===== config.mk =====
export PLATFORM = sky130hd
export DESIGN_NAME = motor_duty_ramp
export DESIGN_NICKNAME = d
export VERILOG_FILES = /design/src/rtl/motor_duty_ramp.sv
export SDC_FILE = /design/constraint.sdc
export NUM_CORES = 1
export LEC_CHECK = 0
export CAP_MARGIN = 20
export CORE_UTILIZATION = 50
export CTS_CLUSTER_SIZE = 20
export DETAILED_ROUTE_END_ITERATION = 16
export PLACE_DENSITY = 0.78
export SLEW_MARGIN = 20
export SYNTH_ARGS = -nofsm -noshare
export SYNTH_HDL_FRONTEND = slang
export SYNTH_SLANG_ARGS = --single-unit
export TNS_END_PERCENT = 20

===== constraint.sdc =====
create_clock -name clk -period 12.6 [get_ports clk]
set_clock_uncertainty 0.1 [all_clocks]
set_input_delay 2.52 -clock clk [delete_from_list [all_inputs] [get_ports clk]]
set_output_delay 2.52 -clock clk [all_outputs]
set_load 0.1 [all_outputs]

===== src/rtl/motor_duty_ramp.sv =====
`timescale 1ns/1ps
`default_nettype none
//==============================================================================
// Module : motor_duty_ramp
// Frame-aligned period/duty command stage for a PWM generator: clamps the
// target duty, slews toward it, and brakes immediately. Slew ramping is built
// only with MOTOR_DUTY_RAMP_EN defined; otherwise duty jumps at the boundary.
// Rev    : 1.0
//==============================================================================
module motor_duty_ramp #(
  parameter int             N          = 32,
  parameter logic [N-1:0]   PERIOD_RST = N'(999)
) (
  input  logic         clk,
  input  logic         rst,
  input  logic         i_cmd_valid,
  output logic         o_cmd_ready,
  input  logic [N-1:0] i_cmd_period,
  input  logic [N-1:0] i_cmd_duty,
  input  logic [N-1:0] i_ramp_step,
  input  logic [15:0]  i_ramp_div,
  input  logic         i_brake,
  output logic [N-1:0] o_period,
  output logic [N-1:0] o_duty,
  output logic         o_frame_tick,
  output logic         o_at_target
);

  localparam logic [1:0]   c_IDLE  = 2'd0;
  localparam logic [1:0]   c_BRAKE = 2'd2;
  localparam logic [N-1:0] c_ONES  = '1;

  logic [N-1:0] r_fc;
  logic [N-1:0] r_period;
  logic [N-1:0] r_duty;
  logic [N-1:0] r_target;
  logic [N-1:0] r_pend_period;
  logic [N-1:0] r_pend_duty;
  logic         r_pend_vld;
  logic         r_at_target;
  logic [1:0]   r_state;
  logic [1:0]   w_state_nxt;

  logic         w_bnd;
  logic         w_accept;
  logic         w_apply;
  logic [N-1:0] w_cap;
  logic [N-1:0] w_new_tgt;
  logic [N-1:0] w_tgt;
  logic [N-1:0] w_duty_bnd;
  logic [N-1:0] w_period_nxt;
  logic [N-1:0] w_duty_nxt;
  logic [N-1:0] w_target_nxt;
  logic         w_pend_vld_nxt;

  assign w_bnd     = (r_fc >= r_period);
  assign w_accept  = i_cmd_valid & o_cmd_ready;
  assign w_apply   = w_bnd & r_pend_vld;
  // An all-ones period has no representable period+1, so the cap saturates.
  assign w_cap     = (r_pend_period == c_ONES) ? c_ONES : r_pend_period + N'(1);
  assign w_new_tgt = (r_pend_duty < w_cap) ? r_pend_duty : w_cap;
  assign w_tgt     = w_apply ? w_new_tgt : r_target;

`ifdef MOTOR_DUTY_RAMP_EN
  localparam logic [1:0] c_RAMP = 2'd1;

  logic [15:0]  r_dv;
  logic [15:0]  w_dv_nxt;
  logic [N-1:0] w_base;
  logic [N-1:0] w_step;
  logic [N-1:0] w_mv;
  logic [N-1:0] w_stepped;
  logic [N:0]   w_gap;
  logic         w_up;
  logic         w_dv_hit;

  // A shrinking period pulls the applied duty down on the same boundary.
  assign w_base    = (w_apply && (r_duty > w_cap)) ? w_cap : r_duty;
  assign w_step    = (i_ramp_step == '0) ? N'(1) : i_ramp_step;
  assign w_up      = (w_tgt > w_base);
  assign w_gap     = w_up ? ({1'b0, w_tgt} - {1'b0, w_base})
                          : ({1'b0, w_base} - {1'b0, w_tgt});
  assign w_mv      = (w_gap > {1'b0, w_step}) ? w_step : w_gap[N-1:0];
  assign w_stepped = w_up ? (w_base + w_mv) : (w_base - w_mv);
  assign w_dv_hit  = (r_dv == i_ramp_div);
  assign w_duty_bnd = ((r_state == c_RAMP) && w_dv_hit) ? w_stepped : w_base;
`else
  logic w_unused_ramp;
  assign w_unused_ramp = ^{i_ramp_step, i_ramp_div};
  assign w_duty_bnd    = w_tgt;
`endif

  always_ff @(posedge clk) begin
    if (!rst) r_state <= c_IDLE;
    else      r_state <= w_state_nxt;
  end

  always_comb begin
    w_state_nxt = r_state;
    if (i_brake)                  w_state_nxt = c_BRAKE;
    else if (r_state == c_BRAKE)  w_state_nxt = c_IDLE;
`ifdef MOTOR_DUTY_RAMP_EN
    else if (w_bnd)               w_state_nxt = (w_duty_bnd == w_tgt) ? c_IDLE : c_RAMP;
`endif
  end

  always_comb begin
    w_period_nxt   = r_period;
    w_duty_nxt     = r_duty;
    w_target_nxt   = r_target;
    w_pend_vld_nxt = r_pend_vld;
`ifdef MOTOR_DUTY_RAMP_EN
    w_dv_nxt       = r_dv;
`endif
    if (i_brake) begin
      w_duty_nxt     = '0;
      w_target_nxt   = '0;
      w_pend_vld_nxt = 1'b0;
`ifdef MOTOR_DUTY_RAMP_EN
      w_dv_nxt       = '0;
`endif
    end else if (r_state != c_BRAKE) begin
      if (w_bnd) begin
        w_duty_nxt     = w_duty_bnd;
        w_target_nxt   = w_tgt;
        w_pend_vld_nxt = 1'b0;
        if (w_apply) w_period_nxt = r_pend_period;
`ifdef MOTOR_DUTY_RAMP_EN
        if (w_duty_bnd == w_tgt)    w_dv_nxt = '0;
        else if (r_state == c_RAMP) w_dv_nxt = w_dv_hit ? 16'd0 : r_dv + 16'd1;
`endif
      end
      // A command taken on the boundary cycle waits for the following one.
      if (w_accept) w_pend_vld_nxt = 1'b1;
    end
  end

  assign o_cmd_ready  = ~r_pend_vld & (r_state != c_BRAKE) & ~i_brake;
  assign o_frame_tick = w_bnd;
  assign o_period     = r_period;
  assign o_duty       = r_duty;
  assign o_at_target  = r_at_target;

  always_ff @(posedge clk) begin
    if (!rst) begin
      r_fc          <= '0;
      r_period      <= PERIOD_RST;
      r_duty        <= '0;
      r_target      <= '0;
      r_pend_vld    <= 1'b0;
      r_pend_period <= '0;
      r_pend_duty   <= '0;
      r_at_target   <= 1'b1;
`ifdef MOTOR_DUTY_RAMP_EN
      r_dv          <= '0;
`endif
    end else begin
      r_fc        <= w_bnd ? '0 : r_fc + N'(1);
      r_period    <= w_period_nxt;
      r_duty      <= w_duty_nxt;
      r_target    <= w_target_nxt;
      r_pend_vld  <= w_pend_vld_nxt;
      r_at_target <= (w_duty_nxt == w_target_nxt);
      if (w_accept) begin
        r_pend_period <= i_cmd_period;
        r_pend_duty   <= i_cmd_duty;
      end
`ifdef MOTOR_DUTY_RAMP_EN
      r_dv        <= w_dv_nxt;
`endif
    end
  end

endmodule
`default_nettype wire


==> qor.csv <==
stage,metric,value,unit
worst_setup_path,worst-path-max-fanout,18,
global_routing,grt_pass1_wl,45.34,mm
synthesis,syn_area,10300,sq um
power_and_ir_drop,power_density,109.2,nW/um^2
placement,postPlaceCellArea,11760,sq um
drt,vias_per_cell,5.637,
hold_path,hp-class,reg -> reg,
cts,cts_hold_buf,0,
placement,dp_cells,1657,
synthesis,synth_area_leaders,"dfxtp_1 (38%), nand2_1 (9.7%), ha_1 (7.9%)",
worst_setup_path,r2r_cells,19,
worst_setup_path,crit_type,in -> out,
cts,post_cts_buffers,0,
timing,fin_crit_sh,0.6162,
floorplanning,fp.dieH,145.5,microns
worst_setup_path,timing.rr.end,r_target[7],
worst_setup_path,cp-start-kind,input pin,
synthesis,synth_adder_area_share,0.07898,
drt,routed_wirelength,28.06,mm
placement,finalWeightedCongestion,0.8794,
cts,path_clk_slew,70,ps
power_and_ir_drop,p_leak,4.718,nW
timing,finalSetupTns,0,ps
job,drv_cap,0,
timing,slew_violations,0,
cts,cts_tree,yes,
worst_setup_path,endpoint_kind,output pin,
synthesis,yosys.area.top_type_share,0.3791,
synthesis,synth-edff-count,0,
synthesis,yosysWarningCount,0,
power_and_ir_drop,total_power,1.347,mW
cts,cts.sinks,195,
outcome,outcome,completed,
placement,hpwl,20.11,mm
synthesis,synth_top_cell_by_area,dfxtp_1,
timing,holdWs,378.8,ps
hold_path,worstHoldPathCells,2,
floorplanning,core_area,20230,sq um
synthesis,syn_avg_cell_area,7.807,sq um
synthesis,ys_types,54,
cts,clkLatencyLatePin,440,ps
global_routing,antenna_found_initial,1,
timing,tightest_slew,1028,ps
synthesis,ys_seq_area_frac,0.3791,
timing,relSlewSlack,0.3123,
global_routing,globalRouteOverflowTotal,0,
synthesis,synth_most_common_cell,nand2_1,
cts,cts_max_level,4,
synthesis,synth_top_family_by_area,simple AND/OR/NAND/NOR gates,
synthesis,synth_xor_area_frac,0.06974,
placement,port_buffers,134,
hold_path,min_to,r_pend_duty[26],
timing,hold_viol,0,
hold_path,hp-start,r_pend_duty[26],
synthesis,synth-simple-area-share,0.2286,
worst_setup_path,crit_arrival,5140,ps
layout,drive_gt1_frac,0.04087,
global_routing,grt_use_total,0.2697,
layout,regArea,3904,sq um
floorplanning,io_pins,183,
floorplanning,num_rows,52,
layout,synthToLayoutAreaGrowth,19.76,%
synthesis,synth_commonest_cells,"nand2_1 (265), dfxtp_1 (195), a21oi_1 (138)",
cts,root_buffer,clkbuf_16,
worst_setup_path,r2r_start,r_pend_period[0],
synthesis,synthMuxAreaShare,0.03038,
synthesis,synth_flop_cell,dfxtp_1,
timing,setup_viol,0,
layout,final_cells,1690,
drt,vias,9526,
power_and_ir_drop,irDropWorstVdd,0.09083,mV
timing,fin_crit,7765,ps
floorplanning,die_w,145.5,microns
synthesis,synth_compound_area_frac,0.1594,
worst_setup_path,critical_path_required,9980,ps
synthesis,syn_nets,1500,
drt,first_pass_iters,5,
layout,final_cell_area,12330,sq um
drt,postRouteAntennaNets,0,
drt,wire_per_inst,16.61,microns
global_routing,grt_max_degree,93,
synthesis,synth.ff_latch_count,195,
cts,cts_buffers,17,
cts,post_cts_resize_count,0,
layout,fin_nets,1587,
floorplanning,dieArea,21170,sq um
drt,drt_iter0_markers,711,
synthesis,async_flop_share,0,
timing,fmax,128.8,MHz
floorplanning,start_util,0.5089,
layout,fill_cells,1751,
cts,clockBufferDepth,2,
synthesis,syn_inst,1319,
timing,rsz0062_at_grt,false,
layout,multi_input_area,5854,sq um
worst_setup_path,rrSetupSlack,7320,ps
drt,drc,0,
global_routing,grt_pass1_vias,8793,
==> worst max path at each step <==
stage | from | endpoint | slack (ps) | cells after the start
global route | i_brake | o_cmd_ready | 4710 | 3
global placement | i_brake | o_cmd_ready | 4960 | 3
CTS | i_brake | o_cmd_ready | 4890 | 3
floorplan | i_brake | o_cmd_ready | 5130 | 2
finish | i_brake | o_cmd_ready | 4840 | 3
detailed placement | i_brake | o_cmd_ready | 4930 | 3
==> registers in the layout, summed over array words and instances (netlist names) <==
register,cells
o_period,32
r_target,32
r_state,1
o_duty,32
r_pend_duty,32
r_pend_vld,1
r_pend_period,32
r_fc,32
o_at_target,1
==> where the power goes <==
part,total [mW],internal [mW],switching [mW]
clock network,0.523,0.265,0.258
logic,0.180,0.0696,0.111
registers,0.643,0.628,0.0158
==> routing by layer <==
metal / track usage / routed length (microns) / up-vias
met1: 0.3534 / 12400 / 4461
met5: 0 / 0 / -
li1: - / - / 4697
met4: 0.09632 / 692 / 0
met2: 0.4401 / 13120 / 312
met3: 0.05486 / 1849 / 56
==> cell families (layout without fill, tap and decap cells) <==
group / count (synthesis) / in the layout
AOI/OAI and AO/OA: 264 / 264
xor gates and xnor gates: 82 / 82
adders and majority gates: 65 / 65
buffers and inverters: 142 / 242
DFF: 195 / 195
muxes: 31 / 31
other: 0 / 1
and+or+nand+nor: 540 / 540
==> layout make-up <==
type,instances,share of cell area
Inverter,65,0.01978
Multi-Input combinational cell,982,0.4747
Timing Repair Buffer,145,0.1155
Clock inverter,13,0.009943
Sequential cell,195,0.3166
Tap cell,270,0.02739
Antenna cell,1,0.0002029
Clock buffer,19,0.03592
==> critical path, stage by stage <==
cell and delay (ps):
clkdlybuf4s50_1 730, nor3_1 650, clkdlybuf4s50_1 1240
==> placed cells by master (no fill, tap or decap), drive strengths merged, types with 4 or more instances in the layout <==
cell	n
xnor2	34
and4	7
and2	8
xor2	48
dfxtp	195
nand4	31
clkdlybuf4s50	134
ha	65
nand2	265
mux2i	29
inv	69
nor4	11
o21ai	27
a31oi	6
and3	16
o21a	10
a211oi	29
clkinv	8
a21oi	139
o211a	10
o211ai	13
a311oi	4
buf	11
nand3	30
nor2	125
clkbuf	19
nor2b	10
nor3	31
==> through the flow <==
stage / setup WS (ps) / util
finish: 4835 / 0.6094
detailed placement: 4928 / 0.5813
floorplan: 5128 / -
global placement: 4958 / 0.5813
global route: 4714 / 0.6093
CTS: 4885 / 0.6092
Note: power is estimated with default switching activity, not from simulation.
